--- config.mk ---
export PLATFORM = sky130hd
export DESIGN_NAME = fp_cmp_issue
export DESIGN_NICKNAME = d
export VERILOG_FILES = /design/src/rtl/fp_cmp_issue.sv
export SDC_FILE = /design/constraint.sdc
export NUM_CORES = 1
export LEC_CHECK = 0
export CORE_MARGIN = 4
export CORE_UTILIZATION = 35
export CTS_CLUSTER_SIZE = 16
export DETAILED_ROUTE_END_ITERATION = 6
export PLACE_DENSITY = 0.85
export SLEW_MARGIN = 5
export SYNTH_ARGS = -nofsm -noshare
export SYNTH_HDL_FRONTEND = slang
export SYNTH_SLANG_ARGS = --single-unit
--- constraint.sdc ---
create_clock -name clock -period 4 [get_ports clock]
set_clock_uncertainty 0.05 [all_clocks]
set_input_delay 0.8 -clock clock [delete_from_list [all_inputs] [get_ports clock]]
set_output_delay 0.8 -clock clock [all_outputs]
set_load 0.01 [all_outputs]
--- src/rtl/fp_cmp_issue.sv ---
// fp_cmp_issue: issues operand pairs to a fixed-latency go/done unit and queues its results in a credit-protected FIFO.
// Optional activity counters (stat_issued, stat_stalls) are built when FP_CMP_ISSUE_STATS_EN is defined.
module fp_cmp_issue #(
    parameter int LATENCY = 3,
    parameter int DEPTH   = 4,
    parameter int DATA_W  = 32,
    parameter int RES_W   = 3
) (
    input  logic              clock,
    input  logic              reset_n,
    input  logic              req_valid,
    output logic              req_ready,
    input  logic [DATA_W-1:0] req_a,
    input  logic [DATA_W-1:0] req_b,
    output logic              unit_go,
    output logic [DATA_W-1:0] unit_a,
    output logic [DATA_W-1:0] unit_b,
    input  logic              unit_done,
    input  logic [RES_W-1:0]  unit_result,
    output logic              resp_valid,
    input  logic              resp_ready,
    output logic [RES_W-1:0]  resp_data,
    output logic              err_spurious
`ifdef FP_CMP_ISSUE_STATS_EN
    ,
    output logic [31:0]       stat_issued,
    output logic [31:0]       stat_stalls
`endif
);
    localparam int AW = $clog2(DEPTH);
    localparam int CW = AW + 1;
    localparam int LW = $clog2(LATENCY + 1);

    typedef enum logic {FLUSH, RUN} state_t;

    state_t           state, state_nx;
    logic [LW-1:0]    flush_cnt, flush_nx;
    logic [CW-1:0]    inflight, inflight_nx, count, count_nx;
    logic [AW-1:0]    wptr, rptr;
    logic [RES_W-1:0] mem [DEPTH];
    logic             run, accept, done_ok, spurious, pop, full, push;

    assign unit_go    = accept;
    assign unit_a     = req_a;
    assign unit_b     = req_b;
    assign resp_valid = count != '0;
    assign resp_data  = mem[rptr];

    // next state, credit check and handshake decode; dones are ignored until the unit pipeline has flushed
    always_comb begin
        state_nx    = state;
        flush_nx    = flush_cnt;
        if (state == FLUSH) begin
            if (flush_cnt == '0) state_nx = RUN;
            else flush_nx = flush_cnt - LW'(1);
        end
        run         = state == RUN;
        req_ready   = run && ({1'b0, inflight} + {1'b0, count} < (CW+1)'(DEPTH));
        accept      = req_valid && req_ready;
        done_ok     = unit_done && run && inflight != '0;
        spurious    = unit_done && run && inflight == '0;
        pop         = resp_valid && resp_ready;
        full        = count == CW'(DEPTH) && !pop;
        push        = done_ok && !full;
        inflight_nx = inflight + CW'(accept) - CW'(done_ok);
        count_nx    = count + CW'(push) - CW'(pop);
    end

    // state, credit counters, FIFO pointers and sticky error
    always_ff @(posedge clock) begin
        if (!reset_n) begin
            state        <= FLUSH;
            flush_cnt    <= LW'(LATENCY);
            inflight     <= '0;
            count        <= '0;
            wptr         <= '0;
            rptr         <= '0;
            err_spurious <= 1'b0;
        end else begin
            state     <= state_nx;
            flush_cnt <= flush_nx;
            inflight  <= inflight_nx;
            count     <= count_nx;
            if (push) wptr <= wptr + AW'(1);
            if (pop) rptr <= rptr + AW'(1);
            if (spurious || (done_ok && full)) err_spurious <= 1'b1;
        end
    end

    // result storage needs no reset; count alone says which entries are live
    always_ff @(posedge clock) begin
        if (push) mem[wptr] <= unit_result;
    end

`ifdef FP_CMP_ISSUE_STATS_EN
    // accepted requests and stalled request cycles while running
    always_ff @(posedge clock) begin
        if (!reset_n) begin
            stat_issued <= '0;
            stat_stalls <= '0;
        end else begin
            if (accept) stat_issued <= stat_issued + 32'd1;
            if (run && req_valid && !req_ready) stat_stalls <= stat_stalls + 32'd1;
        end
    end
`endif
endmodule
# == After elaboration in Yosys (flattened, before gate mapping) ==
# Memories as Yosys holds them, arrays and structs flattened. A register that Yosys moved wholly into a read port is not among the register bits.
# Cells that the tools add are included.
# totals
regBits,14
ramBits,12
elab_cells,43
mem_count,1
# mem_list
name,depth,width,rd,rd_ports_with_merged_regs,wr,line_no,rtl
mem,4,3,1,1,1,40,logic [RES_W-1:0] mem [DEPTH];
# classes
n_addsub,8
n_lt_le_gt_ge,1
n_eq_ne,1
muxes,6
n_bitwise,2
reduce_logical,17
# op_table
op,n
logical AND 1 bit,9
adder 3 x 1 -> 3 bit,2
nonzero test 3 bit,2
subtractor 3 x 1 -> 3 bit,2
adder 2 x 1 -> 2 bit (second input constant),2
adder 3 x 3 -> 4 bit,1
less-than comparator 4 x 3 -> 1 bit (second input constant),1
two-way mux 1 bit,4
two-way mux 2 bit,2
== test 3 bit (second input constant),1
logical NOT 3 bit,1
logical NOT 1 bit,2
logical NOT 2 bit,1
NOT 1 bit,2
AND reduction 2 bit,1
subtractor 2 x 1 -> 2 bit (second input constant),1
logical OR 1 bit,1

# == Longest topological paths before layout ==
# Gate-level depths: netlist of run 1.
# logic_depth
depth_word,8
mapped_depth,10
ltp_nobuf,10

# == Least setup slack after synthesis of run 1 ==
# No wires, ideal clock.
# synth_path
kind,input to register
start,input unit_done
end,register count[2]
arrival_time_ps,2528
t_required_ps,3835
slack_ps,1308
path_stages,10
path_cell_list,nand2_1 nor3_2 inv_1 ha_1 inv_1 ha_1 fa_1 xnor2_1 xnor2_1 and2_1
# synth_between
elab_chain_cells,5
# synth_lines
element,line_no,rtl
"start, declared",18,"input logic unit_done,"
logical AND 1 bit (2 in series),60,done_ok = unit_done && run && inflight != '0;
logical AND 1 bit,64,push = done_ok && !full;
adder 3 x 1 -> 3 bit,66,count_nx = count + CW'(push) - CW'(pop);
subtractor 3 x 1 -> 3 bit,66,
"end signal, assigned",83,count <= count_nx;
"end, declared",38,"logic [CW-1:0] inflight, inflight_nx, count, count_nx;"
# Every way passes these cells.
# A chain may end at the register's enable or synchronous reset.

# == Worst setup path after layout of run 1 ==
# layout_path
start,register count[2]
end,output unit_go
# layout_between
elab_chain_cells,4
# layout_lines
element,line_no,rtl
adder 3 x 3 -> 4 bit,58,"req_ready = run && ({1'b0, inflight} + {1'b0, count} < (CW+1)'(DEPTH));"
less-than comparator 4 x 3 -> 1 bit,58,
logical AND 1 bit,58,
logical AND 1 bit,59,accept = req_valid && req_ready;
"end, declared",15,"output logic unit_go,"
# Every way passes these cells.

==> impl_metrics.tcl, run 1 <==
set metrics [dict create \
    status "finished, final reports clean" \
    maxSlewHeadroom 0.663 \
    critPathArrivalTime_ns 2.35 \
    grt_pass1_wl_mm 3.95 \
    cts.clk_slew.worst_paths_ns 0.09 \
    cp_max_fo 6 \
    cts_resized 0 \
    grt_pass1_vias 856 \
    dr.pass1.iters 4 \
    finalNetCount 204 \
    cap_violations 0 \
    drt_iter0_markers 10 \
    portBuffers 14 \
    fin_area_um2 1570 \
    cp-end-kind "output port" \
    power_density_nw_per_um2 532 \
    syn_nets 250 \
    clock-root-buffer "clkbuf_8" \
    worstMarginPinSlew_ns 0.504 \
    synth_cells 165 \
    num_rows 25 \
    ys_seq_area_frac 0.386 \
    hold_viol 0 \
    finalMaxSlewViolations 0 \
    critical_path_class "reg2out" \
    clock-sinks 28 \
    fp.dieH_um 78.9 \
    die-area_um2 6230 \
    grt_overflow_total 0 \
    clk_path_buf_depth 2 \
    ios 143 \
    timing.fmax_mhz 313 \
    start_util 0.368 \
    setup_viol 0 \
    drc 0 \
    detail_route.wl_per_cell_um 12.6 \
    hp-class "reg2reg" \
    p_total_w 0.000837 \
    tritoncts "built" \
    required_ns 3.15 \
    drive_above_1_share 0.0847 \
    syn_area_per_cell_um2 10.7 \
    synth_area_leaders "buf_4 27%, edfxtp_1 20%, dfxtp_1 18%" \
    path_cells "ha_1, or4b_1, a31oi_2, and2_1, clkdlybuf4s50_1" \
    synth_area_leader_cell "buf_4" \
    dp_hpwl_mm 1.76 \
    die_w_um 78.9 \
    totalWireLength_mm 2.34 \
    routed_via_density 4.47 \
    core_area_um2 4790 \
    cts_hold_buffers 0 \
    track_usage 0.0781 \
    yosysTopAreaCellShare 0.273 \
    cpPeakStageDelay_ns 0.54 \
    antenna_cells 0 \
    vias 827 \
    synthToLayoutAreaGrowth_pct -10.7 \
    antenna_found_initial 0 \
    leakage_nw 0.579 \
    yosysWarnings 0 \
    period_share 0.799 \
    slowest_stage "clkdlybuf4s50_1" \
    ys_types 28 \
    antenna_left 0 \
    htreeDepth 1 \
    startpoint_type "register" \
    synth_seq_cells 28 \
    clk_latency_ns 0.27 \
    post_cts_buffers 0 \
    min_period_ns 3.20 \
    cts_inserted_buffers 3 \
    gp_congestion 0.729 \
    irDropWorstVdd_v 0.000441 \
    synth.cell_area_um2 1760 \
    grt_max_degree 18 \
    place_area_um2 1500 \
    setup-tns-final_ns 0 \
    postLayoutCoreUtil 0.329 \
    rsz0062_at_grt "no" \
]
## synth_stat cells
cell type  number
o311ai_0        2
ha_1           11
mux4_2          3
nand2_1         5
buf_4          64
xnor2_1         6
fa_1            2
dfxtp_1        16
clkbuf_1        1
o31a_1          1
or3_1           1
or3_2           1
nand3_1         1
nor4b_1         1
o21ai_0         2
nor3_1          1
and2_1         11
nor2b_1         3
a21boi_0        1
a31oi_2         1
or4b_1          1
nor3_2          1
o21bai_1        1
edfxtp_1       12
inv_1          12
nor2_1          1
mux2i_1         2
o21a_1          1
## routing by layer
layer / up-vias / track usage / part of all wire
met5: - / 0 / 0
met4: 0 / 0.0550 / 0.029
met3: 16 / 0.0249 / 0.077
met2: 31 / 0.132 / 0.50
met1: 395 / 0.0816 / 0.40
li1: 385 / - / -
## flip-flops by register name, indices dropped and copies added, names as in the netlist, named ones only
| register | cells |
|---|---|
| mem | 12 |
| wptr | 2 |
| count | 3 |
| err_spurious | 1 |
| run | 1 |
| flush_cnt | 2 |
| inflight | 3 |
| rptr | 2 |
## where the power goes
group	total [W]	switching [W]	leakage, nW	internal, W
clock	0.000217	0.0000827	0.0357	0.000134
combinational	0.000237	0.0000973	0.305	0.000140
sequential	0.000383	0.0000453	0.239	0.000338
## kinds of logic (layout without fill, tap and decap cells)
family	Yosys count	count (layout)	share of synthesized area
buf+inv	77	30	0.300
compound gates	9	9	0.0405
xor+xnor	6	6	0.0298
mux	5	5	0.0497
fa+ha+maj	13	13	0.101
simple gates	27	27	0.0923
flops	28	28	0.386
## worst max-delay path: cells and delay by family (launching register included)
family,cells,cell delay (ns)
buffers and inverters,1,0.54
and+or+nand+nor,2,0.66
adders and majority gates,1,0.27
AOI/OAI and AO/OA,1,0.18
DFF,1,0.44
## area by class of cell
class | count | area, um2
fill | 482 | 3210
sequential | 28 | 681
multi-input combinational | 60 | 552
timing repair buffer | 14 | 140
tap | 67 | 83.8
inverter | 12 | 45.0
clock buffer | 3 | 41.3
clock inverter | 1 | 30.0
## worst paths after layout
kind / from / to / slack (ns) / depth (start not counted)
hold / removal: err_spurious$_SDFFE_PN0P_ / err_spurious$_SDFFE_PN0P_ / 0.42 / 2
setup / recovery: count[2]$_SDFF_PN0_ / unit_go / 0.80 / 5
setup reg to reg: count[2]$_SDFF_PN0_ / inflight[2]$_SDFF_PN0_ / 1.32 / 10
hold reg to reg: err_spurious$_SDFFE_PN0P_ / err_spurious$_SDFFE_PN0P_ / 0.42 / 2
## cell usage in the layout (no fill, tap or decap), types with 2 or more instances in the layout
master,n
inv_1,12
o21ai_0,2
xnor2_1,6
clkbuf_8,3
edfxtp_1,12
nor2b_1,3
nand2_1,5
and2_1,11
dfxtp_1,16
ha_1,11
mux4_2,3
o311ai_0,2
mux2i_1,2
clkdlybuf4s50_1,14
fa_1,2
## per-stage QoR
step	hold WS (ns)	std cells	setup slack, ns
2_1_floorplan	0.413	165	1.31
3_3_place_gp	0.400	181	0.709
3_5_place_dp	0.415	181	0.656
4_1_cts	0.432	185	0.790
5_1_grt	0.463	185	0.681
6_report	0.425	185	0.803
Power figures use the tool's default switching activity.
==> inputs of run 2 (changes only) <==
--- a/config.mk
+++ b/config.mk
@@ -6,10 +6,10 @@
 export NUM_CORES = 1
 export LEC_CHECK = 0
 export CORE_MARGIN = 4
-export CORE_UTILIZATION = 35
+export CORE_UTILIZATION = 33
 export CTS_CLUSTER_SIZE = 16
 export DETAILED_ROUTE_END_ITERATION = 6
-export PLACE_DENSITY = 0.85
+export PLACE_DENSITY = 0.81
 export SLEW_MARGIN = 5
 export SYNTH_ARGS = -nofsm -noshare
 export SYNTH_HDL_FRONTEND = slang
==> constraint.sdc (replaced) <==
create_clock -name clock -period 3 [get_ports clock]
set_clock_uncertainty 0.05 [all_clocks]
set_input_delay 0.6 -clock clock [delete_from_list [all_inputs] [get_ports clock]]
set_output_delay 0.6 -clock clock [all_outputs]
set_load 0.01 [all_outputs]
==> run 2 against run 1 <==
Against the previous run: hold slack worse by 0.011 ns; total power up 23%; setup slack worse by 0.55 ns; die area up 5.4%; clock power down 8%; critical path type unchanged; count of clock-buffer cells in the layout unchanged.
==> impl_metrics.tcl, run 2 (synthesis results as in run 1) <==
set metrics [dict create \
    status "finished, final reports clean" \
    cp_max_fo 3 \
    clk_latency_ns 0.27 \
    hp-start "err_spurious$_SDFFE_PN0P_" \
    top_register "mem" \
    final_cell_mix "16 x dfxtp_1, 13 x clkdlybuf4s50_1, 12 x inv_1, 12 x edfxtp_1" \
    htreeDepth 1 \
    required_ns 2.35 \
    cap_violations 0 \
    drt_iter0_markers 40 \
    startpoint_type "register" \
    fp.dieH_um 81.1 \
    portBuffers 14 \
    startpoint "inflight[2]$_SDFF_PN0_" \
    antenna_left 0 \
    maxSlewHeadroom 0.661 \
    leakage_nw 0.596 \
    reg2reg_depth 10 \
    mostFrequentLayoutCell "dfxtp_1" \
    place_area_um2 1520 \
    cts.clk_slew.worst_paths_ns 0.09 \
    antenna_found_initial 0 \
    seqPwrFrac 0.492 \
    core_area_um2 5140 \
    period_share 0.917 \
    irDropWorstVdd_v 0.000228 \
    min_to "err_spurious$_SDFFE_PN0P_" \
    r2r_end "inflight[2]$_SDFF_PN0_" \
    combinationalPowerShare 0.313 \
    grt_pass1_wl_mm 3.66 \
    totalWireLength_mm 2.18 \
    critical_path_class "reg2out" \
    finalMaxSlewViolations 0 \
    p_total_w 0.00103 \
    track_usage 0.0709 \
    fin_area_um2 1570 \
    power_density_nw_per_um2 655 \
    grt_max_degree 18 \
    p_sw_w 0.000294 \
    hold_viol 0 \
    drc 0 \
    num_rows 26 \
    fillCellCount 548 \
    setup-tns-final_ns 0 \
    hp-class "reg2reg" \
    drive_above_1_share 0.0917 \
    grt_pass1_vias 836 \
    ios 143 \
    detail_route.wl_per_cell_um 11.5 \
    tritoncts "built" \
    clock-sinks 28 \
    cts_inserted_buffers 3 \
    worstMarginPinSlew_ns 0.502 \
    clock-root-buffer "clkbuf_8" \
    reg2reg_setup_slack_ns 0.40 \
    dp_hpwl_mm 1.72 \
    postLayoutCoreUtil 0.305 \
    synthToLayoutAreaGrowth_pct -11.0 \
    p_clk_frac 0.195 \
    critPathArrivalTime_ns 2.10 \
    die-area_um2 6570 \
    largestRegisters "mem (12), count (3), inflight (3)" \
    reg2reg_from "inflight[2]$_SDFF_PN0_" \
    rsz0062_at_grt "no" \
    antenna_cells 0 \
    cp-end-kind "output port" \
    cts_hold_buffers 0 \
    routed_via_density 4.23 \
    post_cts_buffers 0 \
    grt_overflow_total 0 \
    holdWs_ns 0.414 \
    die_w_um 81.1 \
    setup_viol 0 \
    largest_register_ffs 12 \
    cts_resized 0 \
    vias 804 \
    dr.pass1.iters 4 \
    intPower_w 0.000732 \
    swShare 0.286 \
    min_path_cells 2 \
    clk_path_buf_depth 2 \
    min_period_ns 2.75 \
    finalNetCount 206 \
    timing.fmax_mhz 363 \
    gp_congestion 0.727 \
    start_util 0.343 \
]
==> run 2: changes by cell type in the layout (fill, tap and decap cells not counted) <==
cell | previous run | this run
dlymetal6s2s_1 | 0 | 1
clkdlybuf4s50_1 | 14 | 13
bufinv_16 | 1 | 0
buf_4 | 0 | 2
clkinv_1 | 0 | 1
==> run 2: stage by stage <==
stage	setup WS, ns	std cells
6_report	0.248	190
3_3_place_gp	0.169	186
2_1_floorplan	0.346	165
5_1_grt	0.159	190
4_1_cts	0.0599	190
3_5_place_dp	0.0871	186
==> run 2: power by group through the flow <==
stage               clock network (W)  logic (W)  registers (W)
finish                       0.000200   0.000322       0.000505
global route                 0.000221   0.000368       0.000515
CTS                          0.000205   0.000327       0.000506
detailed placement                  0   0.000326       0.000514
global placement                    0   0.000315       0.000514
floorplan                           0   0.000301       0.000502
==> run 2: how the worst max path moves through the flow <==
stage	slack, ns	endpoint
after floorplan	0.35	inflight[2]$_SDFF_PN0_
after global placement	0.17	count[2]$_SDFF_PN0_
after detailed placement	0.09	count[2]$_SDFF_PN0_
after CTS	0.06	unit_go
after global routing	0.16	req_ready
final	0.25	req_ready
==> run 2: per-layer routing <==
layer | up-vias | global-route usage | wire, um
met2 | 18 | 0.122 | 1080
met3 | 16 | 0.0266 | 150
met5 | - | 0 | 0
met4 | 0 | 0.0405 | 57
li1 | 384 | - | -
met1 | 386 | 0.0741 | 893
==> run 2: critical path, stage by stage, from the launching register on <==
cell and delay, ns:
dfxtp_1 0.35, ha_1 0.29, or4b_1 0.48, a31oi_2 0.17, clkdlybuf4s50_1 0.56
==> run 2: area by class of cell <==
type | count | area (um2) | share of cell area
sequential | 28 | 681 | 0.434
inverter | 12 | 45.0 | 0.0287
timing repair buffer | 16 | 158 | 0.101
clock buffer | 3 | 41.3 | 0.0263
clock inverter | 1 | 3.75 | 0.00239
multi-input combinational | 60 | 552 | 0.352
tap | 70 | 87.6 | 0.0559
